<file path="config.mk">
export PLATFORM = sky130hd
export DESIGN_NAME = spi_flash_sequencer
export DESIGN_NICKNAME = d
export VERILOG_FILES = /design/src/rtl/spi_flash_sequencer.sv
export SDC_FILE = /design/constraint.sdc
export NUM_CORES = 1
export LEC_CHECK = 0
export CELL_PAD_IN_SITES_DETAIL_PLACEMENT = 1
export CELL_PAD_IN_SITES_GLOBAL_PLACEMENT = 2
export CORE_UTILIZATION = 30
export DETAILED_ROUTE_END_ITERATION = 7
export GPL_ROUTABILITY_DRIVEN = 0
export PLACE_DENSITY = 0.89
export SETUP_SLACK_MARGIN = 0.4
export SLEW_MARGIN = 20
export SYNTH_ARGS = -nofsm -noshare
export SYNTH_HDL_FRONTEND = slang
export SYNTH_SLANG_ARGS = --single-unit
</file>
<file path="constraint.sdc">
create_clock -name ACLK -period 3.1 [get_ports ACLK]
set_input_delay 0.465 -clock ACLK [delete_from_list [all_inputs] [get_ports ACLK]]
set_output_delay 0.465 -clock ACLK [all_outputs]
set_load 0.05 [all_outputs]
</file>
<file path="src/rtl/spi_flash_sequencer.sv">
// Arbitrates a read requester and an erase requester onto one SPI byte engine and sequences W25Q64-style transactions.
// Optional feature macro: SPI_SEQ_POLL_TIMEOUT_EN (bounds RDSR polling to POLL_LIMIT polls and reports er_err).
module spi_flash_sequencer #(
    parameter int unsigned CS_GAP     = 2,
    parameter int unsigned POLL_LIMIT = 65535
) (
    input  logic        ACLK,
    input  logic        ARESET,
    input  logic        rd_req,
    input  logic [23:0] rd_addr,
    output logic        rd_ack,
    output logic [31:0] rd_data,
    input  logic        er_req,
    input  logic        er_chip,
    input  logic [23:0] er_addr,
    output logic        er_ack,
    output logic        er_err,
    output logic        sh_start,
    output logic [7:0]  sh_tx,
    input  logic        sh_done,
    input  logic [7:0]  sh_rx,
    output logic        cs_n,
    output logic        busy,
    output logic [7:0]  status_reg
);

    typedef enum logic [3:0] {
        S_IDLE, S_RD_CMD, S_RD_ADDR, S_RD_DATA, S_WREN,
        S_ER_CMD, S_GAP, S_POLL_CMD, S_POLL_DATA, S_ACK
    } state_t;

    localparam logic [15:0] GAP_LOAD = 16'(CS_GAP - 1);

    state_t      state_q, state_d;
    state_t      gap_next_q, gap_next_d;
    logic [1:0]  cnt_q, cnt_d;
    logic        inflight_q, inflight_d;
    logic [15:0] gap_cnt_q, gap_cnt_d;
    logic        rr_q, rr_d;            // 0: read has priority, 1: erase has priority
    logic        is_rd_q, is_rd_d;
    logic        chip_q, chip_d;
    logic [23:0] addr_q, addr_d;
    logic [31:0] rd_data_q, rd_data_d;
    logic [7:0]  status_q, status_d;

    logic        shifting;
    logic [1:0]  last;
    logic        byte_done;
    logic        phase_done;
    logic        gnt_rd;
    logic        gnt_er;

`ifdef SPI_SEQ_POLL_TIMEOUT_EN
    localparam logic [15:0] POLL_LIMIT_W = 16'(POLL_LIMIT);
    logic [15:0] poll_cnt_q, poll_cnt_d;
    logic        err_q, err_d;
`endif

    function automatic logic [7:0] addr_byte(input logic [23:0] a, input logic [1:0] idx);
        case (idx)
            2'd0:    addr_byte = a[23:16];
            2'd1:    addr_byte = a[15:8];
            default: addr_byte = a[7:0];
        endcase
    endfunction

    always_ff @(posedge ACLK or posedge ARESET) begin
        if (ARESET) begin
            state_q    <= S_IDLE;
            gap_next_q <= S_IDLE;
            cnt_q      <= 2'd0;
            inflight_q <= 1'b0;
            gap_cnt_q  <= 16'd0;
            rr_q       <= 1'b0;
            is_rd_q    <= 1'b0;
            chip_q     <= 1'b0;
            addr_q     <= 24'd0;
            rd_data_q  <= 32'd0;
            status_q   <= 8'd0;
`ifdef SPI_SEQ_POLL_TIMEOUT_EN
            poll_cnt_q <= 16'd0;
            err_q      <= 1'b0;
`endif
        end else begin
            state_q    <= state_d;
            gap_next_q <= gap_next_d;
            cnt_q      <= cnt_d;
            inflight_q <= inflight_d;
            gap_cnt_q  <= gap_cnt_d;
            rr_q       <= rr_d;
            is_rd_q    <= is_rd_d;
            chip_q     <= chip_d;
            addr_q     <= addr_d;
            rd_data_q  <= rd_data_d;
            status_q   <= status_d;
`ifdef SPI_SEQ_POLL_TIMEOUT_EN
            poll_cnt_q <= poll_cnt_d;
            err_q      <= err_d;
`endif
        end
    end

    always_comb begin
        // NOTE: every variable gets a default here so no path through the case infers a latch.
        state_d    = state_q;
        gap_next_d = gap_next_q;
        cnt_d      = cnt_q;
        inflight_d = inflight_q;
        gap_cnt_d  = gap_cnt_q;
        rr_d       = rr_q;
        is_rd_d    = is_rd_q;
        chip_d     = chip_q;
        addr_d     = addr_q;
        rd_data_d  = rd_data_q;
        status_d   = status_q;
`ifdef SPI_SEQ_POLL_TIMEOUT_EN
        poll_cnt_d = poll_cnt_q;
        err_d      = err_q;
`endif
        sh_start   = 1'b0;
        sh_tx      = 8'h00;
        shifting   = 1'b0;
        last       = 2'd0;
        byte_done  = 1'b0;
        gnt_rd     = 1'b0;
        gnt_er     = 1'b0;

        case (state_q)
            S_RD_CMD:    begin shifting = 1'b1; sh_tx = 8'h03; end
            S_RD_ADDR:   begin shifting = 1'b1; last = 2'd2; sh_tx = addr_byte(addr_q, cnt_q); end
            S_RD_DATA:   begin shifting = 1'b1; last = 2'd3; end
            S_WREN:      begin shifting = 1'b1; sh_tx = 8'h06; end
            S_ER_CMD: begin
                shifting = 1'b1;
                if (chip_q) begin
                    sh_tx = 8'hC7;
                end else begin
                    last  = 2'd3;
                    sh_tx = (cnt_q == 2'd0) ? 8'h20 : addr_byte(addr_q, cnt_q - 2'd1);
                end
            end
            S_POLL_CMD:  begin shifting = 1'b1; sh_tx = 8'h05; end
            S_POLL_DATA: begin shifting = 1'b1; end
            default:     ;
        endcase

        // One byte in flight at a time; sh_done is only honoured while a byte is outstanding.
        if (shifting) begin
            if (!inflight_q) begin
                sh_start   = 1'b1;
                inflight_d = 1'b1;
            end else if (sh_done) begin
                inflight_d = 1'b0;
                byte_done  = 1'b1;
                cnt_d      = (cnt_q == last) ? 2'd0 : cnt_q + 2'd1;
            end
        end
        phase_done = byte_done && (cnt_q == last);
        cs_n       = ~shifting;

        case (state_q)
            S_IDLE: begin
                if (gap_cnt_q == 16'd0) begin
                    gnt_rd = rd_req && (!er_req || !rr_q);
                    gnt_er = er_req && !gnt_rd;
                end
                if (gnt_rd) begin
                    state_d = S_RD_CMD;
                    is_rd_d = 1'b1;
                    addr_d  = rd_addr;
                    rr_d    = 1'b1;
                    cnt_d   = 2'd0;
                end else if (gnt_er) begin
                    state_d = S_WREN;
                    is_rd_d = 1'b0;
                    addr_d  = er_addr;
                    chip_d  = er_chip;
                    rr_d    = 1'b0;
                    cnt_d   = 2'd0;
`ifdef SPI_SEQ_POLL_TIMEOUT_EN
                    poll_cnt_d = 16'd0;
                    err_d      = 1'b0;
`endif
                end
            end
            S_RD_CMD:  if (phase_done) state_d = S_RD_ADDR;
            S_RD_ADDR: if (phase_done) state_d = S_RD_DATA;
            S_RD_DATA: begin
                if (byte_done) rd_data_d[{cnt_q, 3'b000} +: 8] = sh_rx;
                if (phase_done) state_d = S_ACK;
            end
            S_WREN: if (phase_done) begin
                state_d    = S_GAP;
                gap_next_d = S_ER_CMD;
                gap_cnt_d  = GAP_LOAD;
            end
            S_ER_CMD: if (phase_done) begin
                state_d    = S_GAP;
                gap_next_d = S_POLL_CMD;
                gap_cnt_d  = GAP_LOAD;
            end
            S_POLL_CMD: if (phase_done) state_d = S_POLL_DATA;
            S_POLL_DATA: if (phase_done) begin
                status_d = sh_rx;
                if (sh_rx[0]) begin
`ifdef SPI_SEQ_POLL_TIMEOUT_EN
                    poll_cnt_d = poll_cnt_q + 16'd1;
                    if (poll_cnt_d == POLL_LIMIT_W) begin
                        state_d = S_ACK;
                        err_d   = 1'b1;
                    end else begin
                        state_d    = S_GAP;
                        gap_next_d = S_POLL_CMD;
                        gap_cnt_d  = GAP_LOAD;
                    end
`else
                    state_d    = S_GAP;
                    gap_next_d = S_POLL_CMD;
                    gap_cnt_d  = GAP_LOAD;
`endif
                end else begin
                    state_d = S_ACK;
                end
            end
            S_ACK: begin
                state_d    = S_GAP;
                gap_next_d = S_IDLE;
                gap_cnt_d  = GAP_LOAD;
            end
            S_GAP: begin
                if (gap_cnt_q == 16'd0) state_d = gap_next_q;
                else                    gap_cnt_d = gap_cnt_q - 16'd1;
            end
            default: state_d = S_IDLE;
        endcase
    end

    assign rd_ack     = (state_q == S_ACK) && is_rd_q;
    assign er_ack     = (state_q == S_ACK) && !is_rd_q;
    assign rd_data    = rd_data_q;
    assign status_reg = status_q;
    // The trailing gap after an ack belongs to no requester.
    assign busy       = (state_q != S_IDLE) && !((state_q == S_GAP) && (gap_next_q == S_IDLE));

`ifdef SPI_SEQ_POLL_TIMEOUT_EN
    assign er_err = er_ack && err_q;
`else
    assign er_err = 1'b0;
`endif

endmodule

</file>
==> metrics.md <==
| Metric | Value |
|---|---|
| Final instance area | `about 7100 um^2` |
| Asr flop ratio synth | `100%` |
| Seq/Total Area, Yosys | `a little under half` |
| GRT Overall Usage | `between 10% and 20%` |
| Cell Area, Placed | `~6600 um^2` |
| Proportion of layout cells with a drive suffix above 1 | `between 10% and 20%` |
| Simple-Gate Fraction of Synth Area | `slightly above 20%` |
| Residual DRC | `0` |
| Pin count of the biggest net entering global routing | `66` |
| Pwr Total | `roughly 0.0071 W` |
| First-pass GRT wire length | `25.8 mm` |
| GRT overflow | `0` |
| WP data required | `roughly 2.6 ns` |
| Yosys Warn Count | `0` |
| Initial drt markers | `a little under 200` |
| First-pass iteration count of the detailed router | `4` |
| Vias | `approximately 4700` |
| CP Buf/Inv Count | `3` |
| Io pins | `approximately 120` |
| Clock slew at reported path FFs | `~0.070 ns` |
| Synth Area in Compound Gates | `between 20% and 30%` |
| Crit path launch type | `flip-flop` |
| Chip height | `131 um` |
| Critical Path End Type | `output port` |
| Slowest cell on crit path | `dfrtp_2` |
| Vias in the first global route | `4936` |
| Top_reg_cell synth | `dfrtp_1` |
| N_diodes | `0` |
| Area contributors post-synth | `dfrtp_1 (45%), nand2_1 (9.0%), o21ai_0 (7.5%)` |
| Initial antenna violation count | `0` |
| Final Critical Period | `roughly 2.8 ns` |
| Worst-Skew Late Latency | `approximately 0.36 ns` |
| Post-Route Setup TNS | `0 ns` |
| Antenna-violating nets left | `0` |
| Status | `finished clean` |
| R2r setup slk | `~0.64 ns` |
| P&R area growth vs syn | `41.7%` |
| Final WL | `15.8 mm` |
| Post-CTS Hold Buffers | `0` |
| Die area | `between 15000 and 20000 um^2` |
| Mux share of post-synthesis cell area | `between 7 and 8%` |
| Crit path top cell by count | `buf_12` |
| RSZ-0062 raised after global routing | `yes` |
| Crit share post-route | `90.6%` |
| Rel. slew slack | `around three fifths` |
| FF+latch count, synth | `91` |
| Synthesized Nets | `625` |
| HPWL Detailed | `around 12 mm` |
| Synth Area in Adders | `under 10%` |
| Xor-xnor portion of the synthesized cell area | `less than 1%` |
| Final worst setup slack | `about 0.29 ns` |
| Synth top cells by count | `nand2_1 (120), dfrtp_1 (91), o21ai_0 (75)` |
| Highest clock rate | `around 360 MHz` |
| PortBufs | `114` |
| Clock skew | `0.0110 ns` |
| Clk root buf | `clkbuf_16` |
| TritonCTS buffer count | `9` |
| CP max FO | `4` |
| Initial Util | `31.1%` |
| Hold Path Class | `reg2reg` |
| Post-detailed-route via-to-cell ratio | `5.23` |
| Post-synth EDFFs | `0` |
| Final hold viol count | `0` |
| LEAKAGE | `slightly above 3 nW` |
| Worst path max stage delay | `0.40 ns` |
| Top-count cell post-synth | `nand2_1` |
| Synth Instances | `approximately 560` |
| Synthesized area per cell | `9.01 um^2` |
| Clock Path Buffers | `2` |
| Final net count | `around 750` |
| Fin. max-slew vios | `0` |
| Setup WS pre-CTS | `between 0.3 and 0.4 ns` |
| Max Cap Viol | `0` |
| CTS tree | `yes` |
| Site Rows | `between 40 and 50` |
| Top cell type's share of synthesized area | `45.5%` |
| Peak supply drop | `roughly 0.00075 V` |
| Cell variety after synth | `65` |
| Top cell type by total area after synthesis | `dfrtp_1` |
| Largest family of logic cells by synthesized area | `compound AO/OA/AOI/OAI gates` |
| CP Data Arrival Time | `between 2 and 2.5 ns` |
| Worst-path cell chain | `clkinvlp_4 -> buf_12 -> ha_4 -> a22oi_2 -> a211oi_2 -> nor4_1 -> a211oi_1 -> a31oi_1 -> nor2_2 -> buf_12` |
| Worst Max-Slew Pin Slew | `approximately 0.61 ns` |
| CTS H-tree depth | `3` |
| Mapped Area | `about 5000 um^2` |
| Number of flip-flops in the largest register | `32` |
| Core box area | `16100 um^2` |
| Clock sinks | `91` |
| Width of the chip | `131 um` |
| Delay-heaviest family, CP | `compound AO/OA/AOI/OAI gates` |
| PwrDens | `about 1000 nW/um^2` |
| Final setup fails | `0` |
| WL per Instance | `around 17 um` |
| Setup CP Type | `reg2out` |
[cell type report]
class,count,area [um^2]
fill,1821,9020
clock buffer,10,239
inverter,11,53.8
tap,216,270
timing repair buffer,146,1480
sequential,91,2280
clock inverter,6,76.3
multi-input combinational,426,2700
[layer usage]
metal  track usage, %  part of all wire, %  vias to the layer above
met4             6.67                  1.9                        0
met2             32.2                   50                      124
met1             23.4                   44                     2346
met5                0                    0                        -
li1                 -                    -                     2244
met3             3.40                  4.3                       24
[worst paths after layout]
check	end	from	cells past startpoint
setup / recovery	sh_tx[1]	cnt_q[1]$_DFF_PP0_	10
hold / removal	rd_data[16]$_DFFE_PP0P_	rd_data[16]$_DFFE_PP0P_	2
setup reg to reg	gap_cnt_q[14]$_DFFE_PP0P_	state_q[1]$_DFFE_PP0P_	7
hold reg to reg	rd_data[16]$_DFFE_PP0P_	rd_data[16]$_DFFE_PP0P_	2
max in group asynchronous	state_q[0]$_DFFE_PP0P_	ARESET	3
min in group asynchronous	cnt_q[0]$_DFF_PP0_	ARESET	3
[stage by stage]
stage | hold WS, ns | instances | utilization (%)
2_1_floorplan | 0.466 | 556 | -
5_1_grt | 0.526 | 906 | 44.0
3_5_place_dp | 0.476 | 877 | 40.7
4_1_cts | 0.492 | 898 | 43.2
6_report | 0.488 | 906 | 44.0
3_3_place_gp | 0.461 | 877 | 40.7
[timing repair]
item | CTS | global route
setup endpoints to repair | 12 | 26
gates resized for setup | 21 | 20
pin swaps | 5 | 9
buffers inserted | 5 | 8
[report_power, final]
part | switching, W | internal, W
sequential | 0.000422 | 0.00153
clock | 0.000516 | 0.000665
combinational | 0.00240 | 0.00158
[tightest hold or removal path, cell delays in order, from the launching register on]
cell and delay (ns):
dfrtp_1 0.35, nand2_1 0.05, o21ai_0 0.06
[cell families after synthesis]
family | after synthesis
AND/OR/NAND/NOR | 212
other | 1
AO/OA/AOI/OAI | 168
buffers and inverters | 39
adder cells (fa/ha/maj) | 7
XOR/XNOR | 2
flip-flops | 91
multiplexers | 36
[layout by cell type (no fill, tap or decap), types with 5 or more instances in the layout]
| cell type | synthesis | routed |
|---|---|---|
| dfrtp_1 | 91 | 86 |
| mux2_2 | 12 | 12 |
| mux2i_1 | 24 | 24 |
| o31ai_1 | 5 | 5 |
| nor2_1 | 36 | 31 |
| nand3_1 | 5 | 5 |
| clkbuf_16 | 0 | 9 |
| a22o_1 | 8 | 8 |
| inv_1 | 10 | 7 |
| nor3_1 | 10 | 10 |
| nand2_1 | 120 | 120 |
| clkdlybuf4s50_1 | 0 | 101 |
| buf_4 | 2 | 31 |
| inv_6 | 0 | 5 |
| dfrtp_2 | 0 | 5 |
| ha_4 | 0 | 5 |
| a21oi_1 | 31 | 29 |
| a31oi_1 | 9 | 9 |
| buf_12 | 0 | 10 |
| o21ai_0 | 75 | 71 |
| a22oi_1 | 9 | 7 |
Note: power is estimated with default switching activity, not from simulation.
